==> src/rtl/registro_ctrl_if.sv <==
// registro_ctrl_if
//   Command handshake and register-drive bundle for registro_ctrl.
//   master : host side (drives CMD_*, observes READY/status/REG_*)
//   slave  : controller side (consumes CMD_*, drives READY/status/REG_*)
//   Signals:
//     CMD_VALID/CMD_READY          command handshake
//     CMD_OP/DIR/FILL/COUNT/DATA   command fields
//     REG_ENB/MODO/DIR/S_IN/D      drive to the registro datapath
//     BUSY/DONE/ERR                status
interface registro_ctrl_if #(
    parameter int WIDTH = 32,
    parameter int CNT_W = 6
);
    logic             CMD_VALID;
    logic             CMD_READY;
    logic [1:0]       CMD_OP;
    logic             CMD_DIR;
    logic             CMD_FILL;
    logic [CNT_W-1:0] CMD_COUNT;
    logic [WIDTH-1:0] CMD_DATA;
    logic             REG_ENB;
    logic [1:0]       REG_MODO;
    logic             REG_DIR;
    logic             REG_S_IN;
    logic [WIDTH-1:0] REG_D;
    logic             BUSY;
    logic             DONE;
    logic             ERR;

    modport master (
        output CMD_VALID, CMD_OP, CMD_DIR, CMD_FILL, CMD_COUNT, CMD_DATA,
        input  CMD_READY, REG_ENB, REG_MODO, REG_DIR, REG_S_IN, REG_D,
               BUSY, DONE, ERR
    );

    modport slave (
        input  CMD_VALID, CMD_OP, CMD_DIR, CMD_FILL, CMD_COUNT, CMD_DATA,
        output CMD_READY, REG_ENB, REG_MODO, REG_DIR, REG_S_IN, REG_D,
               BUSY, DONE, ERR
    );
endinterface

==> src/rtl/registro_ctrl.sv <==
// registro_ctrl
//   Command sequencer for the WIDTH-bit chained shift register. Takes one
//   LOAD / SHIFT k / ROTATE k command at a time, enables the register for
//   exactly the required number of clocks, then pulses DONE (with ERR for
//   the reserved opcode).
//   Ports:
//     CLK    rising-edge clock
//     RESET  asynchronous active-high reset
//     bus    registro_ctrl_if.slave (command handshake, register drive, status)
//
//   state | meaning
//   IDLE  | ready for a command (CMD_READY=1)
//   RUN   | register enabled, step counter running down
//   FIN   | DONE (and ERR) pulse, no new accept this cycle
module registro_ctrl #(
    parameter int WIDTH = 32,
    parameter int CNT_W = 6
) (
    input  logic            CLK,
    input  logic            RESET,
    registro_ctrl_if.slave  bus
);
    // Register mode encodings, matching LOAD / PUSH / CYCLE of the datapath.
    localparam logic [1:0] MODO_LOAD  = 2'b00;
    localparam logic [1:0] MODO_PUSH  = 2'b01;
    localparam logic [1:0] MODO_CYCLE = 2'b10;

    localparam logic [1:0] OP_LOAD   = 2'b00;
    localparam logic [1:0] OP_SHIFT  = 2'b01;
    localparam logic [1:0] OP_ROTATE = 2'b10;

    localparam logic [CNT_W-1:0] CNT_MAX = CNT_W'(WIDTH);

    typedef enum logic [1:0] {IDLE, RUN, FIN} state_t;

    state_t           state;
    logic [CNT_W-1:0] cnt;
    logic [CNT_W-1:0] n_eff;
    logic [1:0]       op_modo;
    logic             reg_enb;
    logic [1:0]       reg_modo;
    logic             reg_dir;
    logic             reg_s_in;
    logic [WIDTH-1:0] reg_d;
    logic             done;
    logic             err;

    // Effective step count and mode for the command currently offered.
    always_comb begin
        n_eff   = '0;
        op_modo = MODO_LOAD;
        case (bus.CMD_OP)
            OP_LOAD: begin
                n_eff   = CNT_W'(1);
                op_modo = MODO_LOAD;
            end
            OP_SHIFT: begin
                n_eff   = (bus.CMD_COUNT > CNT_MAX) ? CNT_MAX : bus.CMD_COUNT;
                op_modo = MODO_PUSH;
            end
            OP_ROTATE: begin
                n_eff   = (bus.CMD_COUNT > CNT_MAX) ? CNT_MAX : bus.CMD_COUNT;
                op_modo = MODO_CYCLE;
            end
            default: begin
                n_eff   = '0;
                op_modo = MODO_LOAD;
            end
        endcase
    end

    always_ff @(posedge CLK or posedge RESET) begin
        if (RESET) begin
            state    <= IDLE;
            cnt      <= '0;
            reg_enb  <= 1'b0;
            reg_modo <= MODO_LOAD;
            reg_dir  <= 1'b0;
            reg_s_in <= 1'b0;
            reg_d    <= '0;
            done     <= 1'b0;
            err      <= 1'b0;
        end else begin
            case (state)
                IDLE: begin
                    done <= 1'b0;
                    err  <= 1'b0;
                    if (bus.CMD_VALID) begin
                        // Mode/direction/fill are held for the whole run.
                        reg_modo <= op_modo;
                        reg_dir  <= bus.CMD_DIR;
                        reg_s_in <= bus.CMD_FILL;
                        if (bus.CMD_OP == OP_LOAD)
                            reg_d <= bus.CMD_DATA;
                        cnt <= n_eff;
                        if (n_eff != '0) begin
                            reg_enb <= 1'b1;
                            state   <= RUN;
                        end else begin
                            // Zero-step or reserved command: straight to DONE.
                            done  <= 1'b1;
                            err   <= (bus.CMD_OP == 2'b11);
                            state <= FIN;
                        end
                    end
                end
                RUN: begin
                    // cnt holds the enabled cycles still owed, this one included.
                    if (cnt <= CNT_W'(1)) begin
                        cnt     <= '0;
                        reg_enb <= 1'b0;
                        done    <= 1'b1;
                        state   <= FIN;
                    end else begin
                        cnt <= cnt - CNT_W'(1);
                    end
                end
                FIN: begin
                    done  <= 1'b0;
                    err   <= 1'b0;
                    state <= IDLE;
                end
                default: begin
                    reg_enb <= 1'b0;
                    done    <= 1'b0;
                    err     <= 1'b0;
                    state   <= IDLE;
                end
            endcase
        end
    end

    assign bus.CMD_READY = (state == IDLE);
    assign bus.BUSY      = (state != IDLE);
    assign bus.REG_ENB   = reg_enb;
    assign bus.REG_MODO  = reg_modo;
    assign bus.REG_DIR   = reg_dir;
    assign bus.REG_S_IN  = reg_s_in;
    assign bus.REG_D     = reg_d;
    assign bus.DONE      = done;
    assign bus.ERR       = err;
endmodule

==> src/flat_wrapper.sv <==
// flat-port wrapper written by rule: the top's interface ports become plain ports
module registro_ctrl_flat 
#(
    parameter int WIDTH = 32,
    parameter int CNT_W = 6
)
  (CLK, RESET, bus_CMD_VALID, bus_CMD_OP, bus_CMD_DIR, bus_CMD_FILL, bus_CMD_COUNT, bus_CMD_DATA, bus_CMD_READY, bus_REG_ENB, bus_REG_MODO, bus_REG_DIR, bus_REG_S_IN, bus_REG_D, bus_BUSY, bus_DONE, bus_ERR);
  registro_ctrl_if #(.WIDTH(WIDTH), .CNT_W(CNT_W)) bus_i ();
  input  logic CLK;
  input  logic RESET;
  input wire logic [$bits(bus_i.CMD_VALID)-1:0] bus_CMD_VALID;
  input wire logic [$bits(bus_i.CMD_OP)-1:0] bus_CMD_OP;
  input wire logic [$bits(bus_i.CMD_DIR)-1:0] bus_CMD_DIR;
  input wire logic [$bits(bus_i.CMD_FILL)-1:0] bus_CMD_FILL;
  input wire logic [$bits(bus_i.CMD_COUNT)-1:0] bus_CMD_COUNT;
  input wire logic [$bits(bus_i.CMD_DATA)-1:0] bus_CMD_DATA;
  output wire logic [$bits(bus_i.CMD_READY)-1:0] bus_CMD_READY;
  output wire logic [$bits(bus_i.REG_ENB)-1:0] bus_REG_ENB;
  output wire logic [$bits(bus_i.REG_MODO)-1:0] bus_REG_MODO;
  output wire logic [$bits(bus_i.REG_DIR)-1:0] bus_REG_DIR;
  output wire logic [$bits(bus_i.REG_S_IN)-1:0] bus_REG_S_IN;
  output wire logic [$bits(bus_i.REG_D)-1:0] bus_REG_D;
  output wire logic [$bits(bus_i.BUSY)-1:0] bus_BUSY;
  output wire logic [$bits(bus_i.DONE)-1:0] bus_DONE;
  output wire logic [$bits(bus_i.ERR)-1:0] bus_ERR;
  assign bus_i.CMD_VALID = bus_CMD_VALID;
  assign bus_i.CMD_OP = bus_CMD_OP;
  assign bus_i.CMD_DIR = bus_CMD_DIR;
  assign bus_i.CMD_FILL = bus_CMD_FILL;
  assign bus_i.CMD_COUNT = bus_CMD_COUNT;
  assign bus_i.CMD_DATA = bus_CMD_DATA;
  assign bus_CMD_READY = bus_i.CMD_READY;
  assign bus_REG_ENB = bus_i.REG_ENB;
  assign bus_REG_MODO = bus_i.REG_MODO;
  assign bus_REG_DIR = bus_i.REG_DIR;
  assign bus_REG_S_IN = bus_i.REG_S_IN;
  assign bus_REG_D = bus_i.REG_D;
  assign bus_BUSY = bus_i.BUSY;
  assign bus_DONE = bus_i.DONE;
  assign bus_ERR = bus_i.ERR;
  registro_ctrl #(.WIDTH(WIDTH), .CNT_W(CNT_W)) u_core (.CLK(CLK), .RESET(RESET), .bus(bus_i));
endmodule
==> config.mk <==
export PLATFORM = sky130hd
export DESIGN_NAME = registro_ctrl_flat
export DESIGN_NICKNAME = d
export VERILOG_FILES = /design/src/rtl/registro_ctrl_if.sv /design/src/rtl/registro_ctrl.sv /design/src/flat_wrapper.sv
export SDC_FILE = /design/constraint.sdc
export NUM_CORES = 1
export LEC_CHECK = 0
export ABC_AREA = 1
export CAP_MARGIN = 20
export CORE_ASPECT_RATIO = 0.75
export CORE_MARGIN = 2
export CORE_UTILIZATION = 44
export CTS_CLUSTER_DIAMETER = 120
export CTS_CLUSTER_SIZE = 40
export DETAILED_ROUTE_END_ITERATION = 12
export PLACE_DENSITY_LB_ADDON = 0.12
export SLEW_MARGIN = 0
export SYNTH_ARGS = -nofsm -noshare
export SYNTH_HDL_FRONTEND = slang
export SYNTH_SLANG_ARGS = --single-unit
==> constraint.sdc <==
create_clock -name CLK -period 1.8 [get_ports CLK]
set_input_delay 0.27 -clock CLK [delete_from_list [all_inputs] [get_ports CLK]]
set_output_delay 0.27 -clock CLK [all_outputs]
set_load 0.03 [all_outputs]
==> results of run 1 <==
-- synthesized netlist by cell type (all sizes together) --
cell	instances	area, sq um
inv	22	85.1
ha	6	75.1
buf	3	33.8
mux2	32	435
nand3	4	20.0
nor3	1	5.00
nand2	49	194
xnor2	2	17.5
nor2	19	76.3
a21oi	7	35.0
dfrtp	47	1180
o21ai	11	55.1
o22ai	1	6.26
-- sequential cells by signal, summed over array words and instances, names as in the netlist --
signal / cells
u_core.bus.REG_D: 32
u_core.cnt: 6
u_core.bus.REG_DIR: 1
u_core.bus.ERR: 1
u_core.bus.DONE: 1
u_core.state: 2
u_core.bus.REG_ENB: 1
u_core.bus.REG_S_IN: 1
u_core.bus.REG_MODO: 2
-- what timing repair did --
| item | in CTS | in global routing |
|---|---|---|
| hold endpoints to repair | 0 | 0 |
| endpoints found under the setup margin | 2 | 8 |
| resized for setup | 2 | 6 |
-- worst min path at each step --
stage	start	to	slack [ns]	cells past startpoint
after CTS	RESET	u_core.bus.REG_D[21]	0.25	2
final	RESET	u_core.bus.REG_D[1]	0.25	2
after detailed placement	u_core.cnt[5]	u_core.cnt[5]	0.47	2
after global placement	u_core.bus.REG_DIR	u_core.bus.REG_DIR	0.46	2
after floorplan	bus_CMD_DIR	u_core.bus.REG_DIR	0.38	2
after global routing	RESET	u_core.bus.REG_D[24]	0.26	2
-- report_power, final --
| group | internal [mW] | total [mW] | switching, mW | leakage [nW] |
|---|---|---|---|---|
| clock | 0.351 | 0.683 | 0.332 | 0.0515 |
| sequential | 1.55 | 1.83 | 0.280 | 0.578 |
| combinational | 1.53 | 3.30 | 1.77 | 1.02 |
| total | 3.43 | 5.81 | 2.38 | 1.65 |
-- metal layers --
metal / share of wire / wire length [microns] / track usage
met5: 0 / 0 / 0
met1: 0.49 / 2330 / 0.248
met2: 0.42 / 2000 / 0.251
met4: 0.0040 / 19 / 0.0417
met3: 0.078 / 369 / 0.0666
-- stage by stage --
step           TNS, ns  power (mW)  cell area, sq um  hold WS (ns)  setup WS [ns]
2_1_floorplan        0        3.82              2210         0.380          0.136
3_3_place_gp    -0.968        5.12              3260         0.464         -0.169
3_5_place_dp     -1.53        5.15              3260         0.468         -0.215
4_1_cts              0        5.84              3360         0.250         0.0911
5_1_grt              0        6.15              3380         0.259        0.00212
6_report             0        5.81              3380         0.246          0.146
-- kinds of logic after synthesis --
group,after synthesis,share of synthesized area
AOI/OAI and AO/OA,19,0.0435
and+or+nand+nor,73,0.133
adders and majority gates,6,0.0339
muxes,32,0.197
xor gates and xnor gates,2,0.00791
buffers and inverters,25,0.0537
DFF,47,0.531
-- cells in the final DEF (no fill, tap or decap), drive strengths merged, types with 2 or more instances in the layout --
| cell | n |
|---|---|
| nand3 | 4 |
| xnor2 | 2 |
| dlygate4sd2 | 2 |
| nor2 | 19 |
| clkbuf | 8 |
| ha | 6 |
| nand2 | 49 |
| inv | 22 |
| clkdlybuf4s50 | 83 |
| dfrtp | 47 |
| a21oi | 7 |
| o21ai | 11 |
| buf | 16 |
| mux2 | 32 |
-- critical path, cell delays in order --
cell and delay [ns]:
clkdlybuf4s50_1 0.48, inv_1 0.08, ha_4 0.29, inv_1 0.04, nor2_1 0.12, nand2_1 0.06, a21oi_1 0.19, nor2_2 0.08
nand2_2 0.10, nand2_1 0.06, a21oi_1 0.11
-- area by class of cell --
class | instances | area (sq um)
clock buffer | 8 | 100
fill | 379 | 1490
tap | 60 | 75.1
multi-input combinational | 132 | 942
inverter | 22 | 85.1
sequential | 47 | 1180
timing repair buffer | 101 | 1010
==> key figures, run 1 <==
Critical path
  • Worst reg2reg setup slack: 0.17 ns
  • Startpoint of the worst-slack reg-to-reg timing path: u_core.cnt[0]
  • Maximum fanout along the worst path: 4
  • Category of the worst setup path capture point: flip-flop
  • Register-to-Register Path Depth: 10
  • End point of the critical path: u_core.bus.REG_ENB
  • Critical register-to-register path endpoint: u_core.cnt[0]
  • CP required: slightly above 2 ns
  • WS Path Type: in2reg
  • Crit path from: bus_CMD_OP[1]
  • Startpoint type of the worst setup path: input pin
  • Data arrival at the endpoint of the critical path: 1.87 ns

Route
  • Via count: 1686
  • First-pass iteration count of the detailed router: 4
  • WL per Instance: 12.7 microns
  • Wirelength, routed: 4.72 mm
  • Number of routed nets with antenna violations: 0
  • DRC violations left: 0
  • Avg Vias per Cell: between 4 and 5
  • DRC marker count from the first detailed-route iteration: 49

Placement
  • DP Wirelength: 3.69 mm
  • Placed cell count: between 300 and 400
  • Count of buffers from port buffering: between 80 and 90
  • GP Congestion: 0.861

Synthesis
  • Register bit count reported by yosys: 47
  • Warnings, synthesis: 0
  • Mapped cell area: about 2200 sq um
  • Mean area per synthesized cell: 10.9 sq um
  • Post-synthesis cell type count: 18
  • Number of instances in the synthesized netlist: around 200
  • Number of nets produced by synthesis: approximately 260
  • Share of the yosys chip area belonging to registers: 0.531

Run
  • Max capacitance violation total: 0

STA
  • Transition at the pin with the smallest max-transition slack: 0.394 ns
  • RSZ-0062 raised after global routing: false
  • Count of final setup violators: 0
  • Hold Fails Final Rpt: 0
  • Slew headroom: 0.737
  • Count of pins over their slew limit: 0
  • Final cycle utilization of the critical path: 0.919
  • Post-route clock skew: 0.00431 ns
  • Maximum achievable frequency: 0.605 GHz
  • Min Clock Period, post-route: 1.65 ns

Clock network
  • Num CTS Buffers: 5
  • Clock transition time at the flip-flop clock pins of the worst setup and hold paths: 0.08 ns
  • Clock net sink count: 47
  • Clock tree root buffer cell: clkbuf_8
  • H-tree level count: 2
  • Clock buffer depth: 2
  • # Post-CTS Setup Buffers: 0
  • Quantity of hold-fixing buffers added after cts: 0
  • Clock latency of the later-clocked register in the worst-skew pair: 0.29 ns
  • TritonCTS clock tree: done

GRT
  • Tot GR Track Use: 0.174
  • Global-route wire length before repair: 7.69 mm
  • Maximum number of pins on one net before global-route repair: 25
  • Total gr overflow: 0
  • Initial antenna violation count: 0
  • Vias in the first global route: between 1500 and 2000

Cells and area
  • Layout Nets: 360
  • Non-filler instance count after layout: 370
  • Post-layout util: 0.695
  • Area growth from synthesis to final layout: 52.8%
  • Ant. Diodes: 0
  • Share of layout cells above drive strength 1: 0.213

Hold path
  • Classification of the worst-slack hold path: in2async

Power and ir drop
  • Cell leakage power: 1.65 nW
  • Max IR drop VDD: approximately 980 uV
  • Pwr/cell area: 1720 nW/um^2

Die
  • Die Outline Area: ~5600 sq um
  • Horizontal die dimension: around 86 microns
  • Ports: between 80 and 90
  • Height of the chip: between 60 and 70 microns
  • Initial Util: 0.455
  • Total number of placement rows: 22
  • Core Region: 4870 sq um

Outcome
  • Status: complete, no violations
Note: power is estimated with default switching activity, not from simulation.
==> run 2, diff against run 1 <==
--- a/config.mk
+++ b/config.mk
@@ -14,6 +14,7 @@
 export CTS_CLUSTER_SIZE = 40
 export DETAILED_ROUTE_END_ITERATION = 12
 export PLACE_DENSITY_LB_ADDON = 0.12
+export SETUP_SLACK_MARGIN = 0.1
 export SLEW_MARGIN = 0
 export SYNTH_ARGS = -nofsm -noshare
 export SYNTH_HDL_FRONTEND = slang
==> key figures, run 2 (synthesized netlist as in run 1, its figures left out) <==
Die
  • Height of the chip: 65.4 microns (unchanged)
  • Die Outline Area: 5620 sq um (unchanged)
  • Ports: 86 (unchanged)
  • Initial Util: 0.455 (unchanged)
  • Horizontal die dimension: 85.9 microns (unchanged)
  • Total number of placement rows: 22 (unchanged)
  • Core Region: 4870 sq um (unchanged)

Placement
  • Placed cell count: 362 (unchanged)
  • GP Congestion: 0.861 (unchanged)
  • DP Wirelength: 3.69 mm (unchanged)
  • Count of buffers from port buffering: 85 (unchanged)

Critical path
  • Critical path, cell by cell: clkdlybuf4s50_1
  • Count of buffer and inverter cells on the critical path: 1 (-2)
  • Cell type of the slowest stage on the worst timing path: clkdlybuf4s50_1
  • Kind of cell adding the most delay to the critical path: buffers and inverters
  • Startpoint type of the worst setup path: flip-flop
  • WS Path Type: reg2out
  • CP required: 1.53 ns (-0.49 ns)
  • Maximum fanout along the worst path: 2 (-2)
  • Largest stage delay on the critical path: 0.69 ns (+0.21 ns)
  • Data arrival at the endpoint of the critical path: 1.34 ns (-0.53 ns)
  • Category of the worst setup path capture point: output port

STA
  • Slew headroom: 0.730 (-0.00622)
  • Min Clock Period, post-route: 1.61 ns (-0.0410 ns)
  • Hold Fails Final Rpt: 0 (unchanged)
  • Tightest hold margin: 0.247 ns (+0.000983 ns)
  • Post-route clock skew: 0.00414 ns (-0.000170 ns)
  • Count of final setup violators: 0 (unchanged)
  • Transition at the pin with the smallest max-transition slack: 0.403 ns (+0.00930 ns)
  • Final cycle utilization of the critical path: 0.896 (-0.0228)
  • Count of pins over their slew limit: 0 (unchanged)
  • RSZ-0062 raised after global routing: true
  • Maximum achievable frequency: 0.620 GHz (+2.5%)

Clock network
  • Clock transition time at the flip-flop clock pins of the worst setup and hold paths: 0.08 ns (about the same)
  • Quantity of hold-fixing buffers added after cts: 0 (unchanged)
  • Num CTS Buffers: 5 (unchanged)
  • TritonCTS clock tree: done
  • Clock buffer depth: 2 (unchanged)
  • Clock latency of the later-clocked register in the worst-skew pair: 0.29 ns (about the same)
  • H-tree level count: 2 (unchanged)
  • Clock tree root buffer cell: clkbuf_8
  • Clock net sink count: 47 (unchanged)

Power and ir drop
  • Max IR drop VDD: 986 uV (+0.13%)
  • Cell leakage power: 1.66 nW (+0.95%)
  • Sum of internal, switching and leakage power: 5.83 mW (+0.30%)
  • Pwr/cell area: 1710 nW/um^2 (-0.47%)

Run
  • Max capacitance violation total: 0 (unchanged)

Cells and area
  • Non-filler instance count after layout: 370 (unchanged)
  • Most common cell after layout, fill and taps aside: clkdlybuf4s50_1
  • Number of flip-flops in the largest register: 32 (unchanged)
  • Area growth from synthesis to final layout: 54.0%
  • Layout Nets: 360 (unchanged)
  • Ant. Diodes: 0 (unchanged)
  • Leading cell types in the layout, fill and taps excluded: clkdlybuf4s50_1 (81), dfrtp_1 (47), nand2_1 (45)
  • Share of layout cells above drive strength 1: 0.232 (+0.0194)
  • Total of fill cells in the finished design: 376 (-0.79%)

Route
  • Wirelength, routed: 4.82 mm (+2.1%)
  • DRC violations left: 0 (unchanged)
  • WL per Instance: 13.0 microns (+2.1%)
  • Avg Vias per Cell: 4.56 (about the same)
  • DRC marker count from the first detailed-route iteration: 58 (+18%)
  • Via count: 1687 (+0.059%)
  • First-pass iteration count of the detailed router: 4 (unchanged)
  • Number of routed nets with antenna violations: 0 (unchanged)

GRT
  • Global-route wire length before repair: 7.74 mm (+0.62%)
  • Total gr overflow: 0 (unchanged)
  • Initial antenna violation count: 0 (unchanged)
  • Vias in the first global route: 1670 (+0.72%)
  • Tot GR Track Use: 0.175 (+0.00109)
  • Maximum number of pins on one net before global-route repair: 25 (unchanged)

Outcome
  • Status: complete, no violations

Hold path
  • Classification of the worst-slack hold path: in2async
## run 2: cell types whose count changed in the layout (fill, tap and decap cells not counted), sizes merged
cell,change
clkdlybuf4s50,-2
dlymetal6s2s,+2
## run 2: report_power, final
part | switching [mW] | total [mW] | internal, mW
logic | 1.78 | 3.32 | 1.54
clock network | 0.332 | 0.682 | 0.351
registers | 0.283 | 1.83 | 1.55
total | 2.39 | 5.83 | 3.44
## run 2: path summary, 6_finish.rpt
kind	from	endpoint	slack, ns	cells past startpoint
max in group asynchronous	RESET	u_core.cnt[0]	1.09	3
worst max register to register	u_core.cnt[0]	u_core.cnt[0]	0.23	10
worst max-delay path	u_core.bus.REG_D[9]	bus_REG_D[9]	0.19	1
worst min register to register	u_core.bus.REG_DIR	u_core.bus.REG_DIR	0.49	2
min in group CLK	u_core.bus.REG_DIR	u_core.bus.REG_DIR	0.49	2
worst min-delay path	RESET	u_core.bus.REG_D[1]	0.25	2
## run 2: per-stage QoR
step / setup WS, ns / setup TNS [ns] / utilization / area (sq um)
3_3_place_gp: -0.169 / -0.968 / 0.670 / 3260
2_1_floorplan: 0.136 / 0 / - / 2210
6_report: 0.187 / 0 / 0.700 / 3410
5_1_grt: 0.0727 / 0 / 0.700 / 3410
3_5_place_dp: -0.215 / -1.53 / 0.670 / 3260
4_1_cts: 0.101 / 0 / 0.693 / 3370
## run 2: metal layers
layer  GRT usage  routed length (microns)
met3      0.0666                      367
met2       0.253                     2070
met1       0.249                     2360
met4      0.0417                       19
met5           0                        0
## run 2: what timing repair did
| item | in CTS | in global routing |
|---|---|---|
| gates resized for setup | 3 | 14 |
| hold endpoints to repair | 0 | 0 |
| setup endpoints to repair | 4 | 10 |
| pin swaps | 1 | 3 |
| setup buffers | 0 | 0 |
## run 2: worst reg2reg max path: cells and delay by family, from the launching register on
kind | cells | cell delay [ns]
AOI/OAI and AO/OA | 1 | 0.16
adders and majority gates | 1 | 0.20
DFF | 1 | 0.42
buffers and inverters | 3 | 0.29
and+or+nand+nor | 5 | 0.39
## run 2: cell type report
cell class,instances,area [sq um],area share
well taps,60,75.1,0.0220
repair buffers,101,1010,0.296
inverters,22,85.1,0.0249
flip-flops and latches,47,1180,0.345
clock buffers,8,100,0.0293
multi-input cells,132,963,0.282
==> run 3, diff against run 2 <==
--- a/config.mk
+++ b/config.mk
@@ -13,7 +13,9 @@
 export CTS_CLUSTER_DIAMETER = 120
 export CTS_CLUSTER_SIZE = 40
 export DETAILED_ROUTE_END_ITERATION = 12
-export PLACE_DENSITY_LB_ADDON = 0.12
+export GPL_ROUTABILITY_DRIVEN = 0
+export PLACE_DENSITY = 0.91
+export RECOVER_POWER = 100
 export SETUP_SLACK_MARGIN = 0.1
 export SLEW_MARGIN = 0
 export SYNTH_ARGS = -nofsm -noshare
==> key figures, run 3 (synthesized netlist as in run 1, its figures left out) <==
GRT
  • Maximum number of pins on one net before global-route repair: 21 (-16%)
  • Total gr overflow: 0 (unchanged)
  • Global-route wire length before repair: 8.47 mm (+9.5%)
  • Initial antenna violation count: 0 (unchanged)
  • Vias in the first global route: 1811 (+8.4%)
  • Tot GR Track Use: 0.193 (+0.0175)

Power and ir drop
  • Cell leakage power: 1.60 nW (-3.6%)
  • Max IR drop VDD: 803 uV (-19%)
  • Pwr/cell area: 1670 nW/um^2 (-2.5%)

Clock network
  • Clock net sink count: 47 (unchanged)
  • Quantity of hold-fixing buffers added after cts: 0 (unchanged)
  • Clock buffer depth: 2 (unchanged)
  • Clock latency of the later-clocked register in the worst-skew pair: 0.29 ns (about the same)
  • H-tree level count: 2 (unchanged)
  • Clock tree root buffer cell: clkbuf_8
  • Num CTS Buffers: 5 (unchanged)
  • Clock transition time at the flip-flop clock pins of the worst setup and hold paths: 0.08 ns (about the same)
  • TritonCTS clock tree: done

Critical path
  • Maximum fanout along the worst path: 2 (unchanged)
  • Data arrival at the endpoint of the critical path: 1.42 ns (+0.08 ns)
  • Category of the worst setup path capture point: output port
  • Kind of cell adding the most delay to the critical path: buffers and inverters
  • Critical path, cell by cell: dlygate4sd3_1
  • CP required: 1.53 ns (about the same)
  • Cell type of the slowest stage on the worst timing path: dlygate4sd3_1
  • Count of buffer and inverter cells on the critical path: 1 (unchanged)
  • Largest stage delay on the critical path: 0.75 ns (+0.06 ns)
  • WS Path Type: reg2out
  • Startpoint type of the worst setup path: flip-flop

Cells and area
  • Area growth from synthesis to final layout: 49.3%
  • Share of layout cells above drive strength 1: 0.168 (-0.0640)
  • Post-layout util: 0.678 (-0.0216)
  • Ant. Diodes: 0 (unchanged)
  • Most common cell after layout, fill and taps aside: dfrtp_1
  • Leading cell types in the layout, fill and taps excluded: dfrtp_1 (47), nand2_1 (45), dlygate4sd3_1 (41)
  • Total of fill cells in the finished design: 379 (+0.80%)
  • Number of flip-flops in the largest register: 32 (unchanged)
  • Layout Nets: 359 (-0.28%)
  • Non-filler instance count after layout: 369 (-0.27%)

Placement
  • Count of buffers from port buffering: 85 (unchanged)
  • DP Wirelength: 3.91 mm (+6.1%)
  • Placed cell count: 360 (-0.55%)
  • Minimum setup slack after placement: -0.302 ns (-0.0875 ns)

Outcome
  • Status: complete, no violations

STA
  • Setup TNS: 0 ns (unchanged)
  • Maximum achievable frequency: 0.593 GHz (-4.3%)
  • Final cycle utilization of the critical path: 0.936 (+0.0400)
  • Transition at the pin with the smallest max-transition slack: 0.575 ns (+0.172 ns)
  • Min Clock Period, post-route: 1.69 ns (+0.0721 ns)
  • Count of pins over their slew limit: 0 (unchanged)
  • Worst setup margin: 0.115 ns (-0.0721 ns)
  • Post-route clock skew: 0.00169 ns (-0.00245 ns)
  • Count of final setup violators: 0 (unchanged)
  • Hold Fails Final Rpt: 0 (unchanged)
  • RSZ-0062 raised after global routing: false
  • Slew headroom: 0.616 (-0.114)

Die
  • Initial Util: 0.455 (unchanged)
  • Die Outline Area: 5620 sq um (unchanged)
  • Horizontal die dimension: 85.9 microns (unchanged)
  • Ports: 86 (unchanged)
  • Height of the chip: 65.4 microns (unchanged)
  • Core Region: 4870 sq um (unchanged)
  • Total number of placement rows: 22 (unchanged)

Route
  • WL per Instance: 13.7 microns (+4.9%)
  • Via count: 1760 (+4.3%)
  • DRC marker count from the first detailed-route iteration: 74 (+28%)
  • Wirelength, routed: 5.04 mm (+4.6%)
  • Avg Vias per Cell: 4.77 (+4.6%)
  • Number of routed nets with antenna violations: 0 (unchanged)
  • First-pass iteration count of the detailed router: 5 (+1)
  • DRC violations left: 0 (unchanged)

Hold path
  • Classification of the worst-slack hold path: in2async

Run
  • Max capacitance violation total: 0 (unchanged)
[run 3: cell types whose count changed in the layout (fill, tap and decap cells not counted), sizes merged]
cell	previous run	this run
dlygate4sd3	0	41
buf	16	12
clkinvlp	0	1
clkbuf	8	10
clkdlybuf4s50	81	40
[run 3: stage by stage]
step	hold WS (ns)	cell area (sq um)	power, mW
floorplan	0.380	2210	3.82
global placement	0.467	3260	5.07
detailed placement	0.467	3260	5.17
CTS	0.276	3380	5.86
global route	0.508	3310	5.86
finish	0.473	3310	5.51
[run 3: final timing paths]
| path | from | end | slack (ns) | cells past startpoint |
|---|---|---|---|---|
| max reg2reg | u_core.state[0] | u_core.bus.REG_D[23] | 0.17 | 6 |
| min | RESET | u_core.bus.REG_D[25] | 0.47 | 2 |
| min in group CLK | bus_CMD_OP[1] | u_core.bus.REG_MODO[1] | 0.47 | 5 |
| min reg2reg | u_core.bus.REG_S_IN | u_core.bus.REG_S_IN | 0.48 | 2 |
| max in group asynchronous | RESET | u_core.bus.REG_D[8] | 0.45 | 3 |
| max | u_core.bus.ERR | bus_ERR | 0.11 | 1 |
[run 3: worst register-to-register path: cells and delay by family, from the launching register on]
family	cells	cell delay [ns]
AND/OR/NAND/NOR	3	0.43
flip-flops	1	0.41
buffers and inverters	2	0.34
multiplexers	1	0.34
[run 3: what timing repair did]
action                                  in CTS  in global routing
hold endpoints to repair                     0                  0
endpoints found under the setup margin       7                 11
pin swaps                                    1                  1
setup buffers                                0                  1
resized for setup                            6                 14
[run 3: layout make-up]
| cell class | instances | area [sq um] | area share |
|---|---|---|---|
| clock buffer | 7 | 96.3 | 0.0291 |
| timing repair buffer | 100 | 968 | 0.293 |
| inverter | 22 | 85.1 | 0.0257 |
| clock inverter | 1 | 7.51 | 0.00227 |
| tap | 60 | 75.1 | 0.0227 |
| sequential | 47 | 1180 | 0.356 |
| multi-input combinational | 132 | 897 | 0.271 |
[run 3: report_power, final]
part           leakage (nW)  internal (mW)  switching (mW)
logic                 0.975           1.22            1.80
clock network        0.0505          0.349           0.331
registers             0.578           1.55           0.260
[run 3: routing by layer]
| metal | part of all wire | up-vias | global-route usage |
|---|---|---|---|
| li1 | - | 868 | - |
| met1 | 0.46 | 818 | 0.265 |
| met2 | 0.47 | 70 | 0.305 |
| met3 | 0.059 | 4 | 0.0452 |
| met4 | 0.0069 | 0 | 0.0575 |
| met5 | 0 | - | 0 |
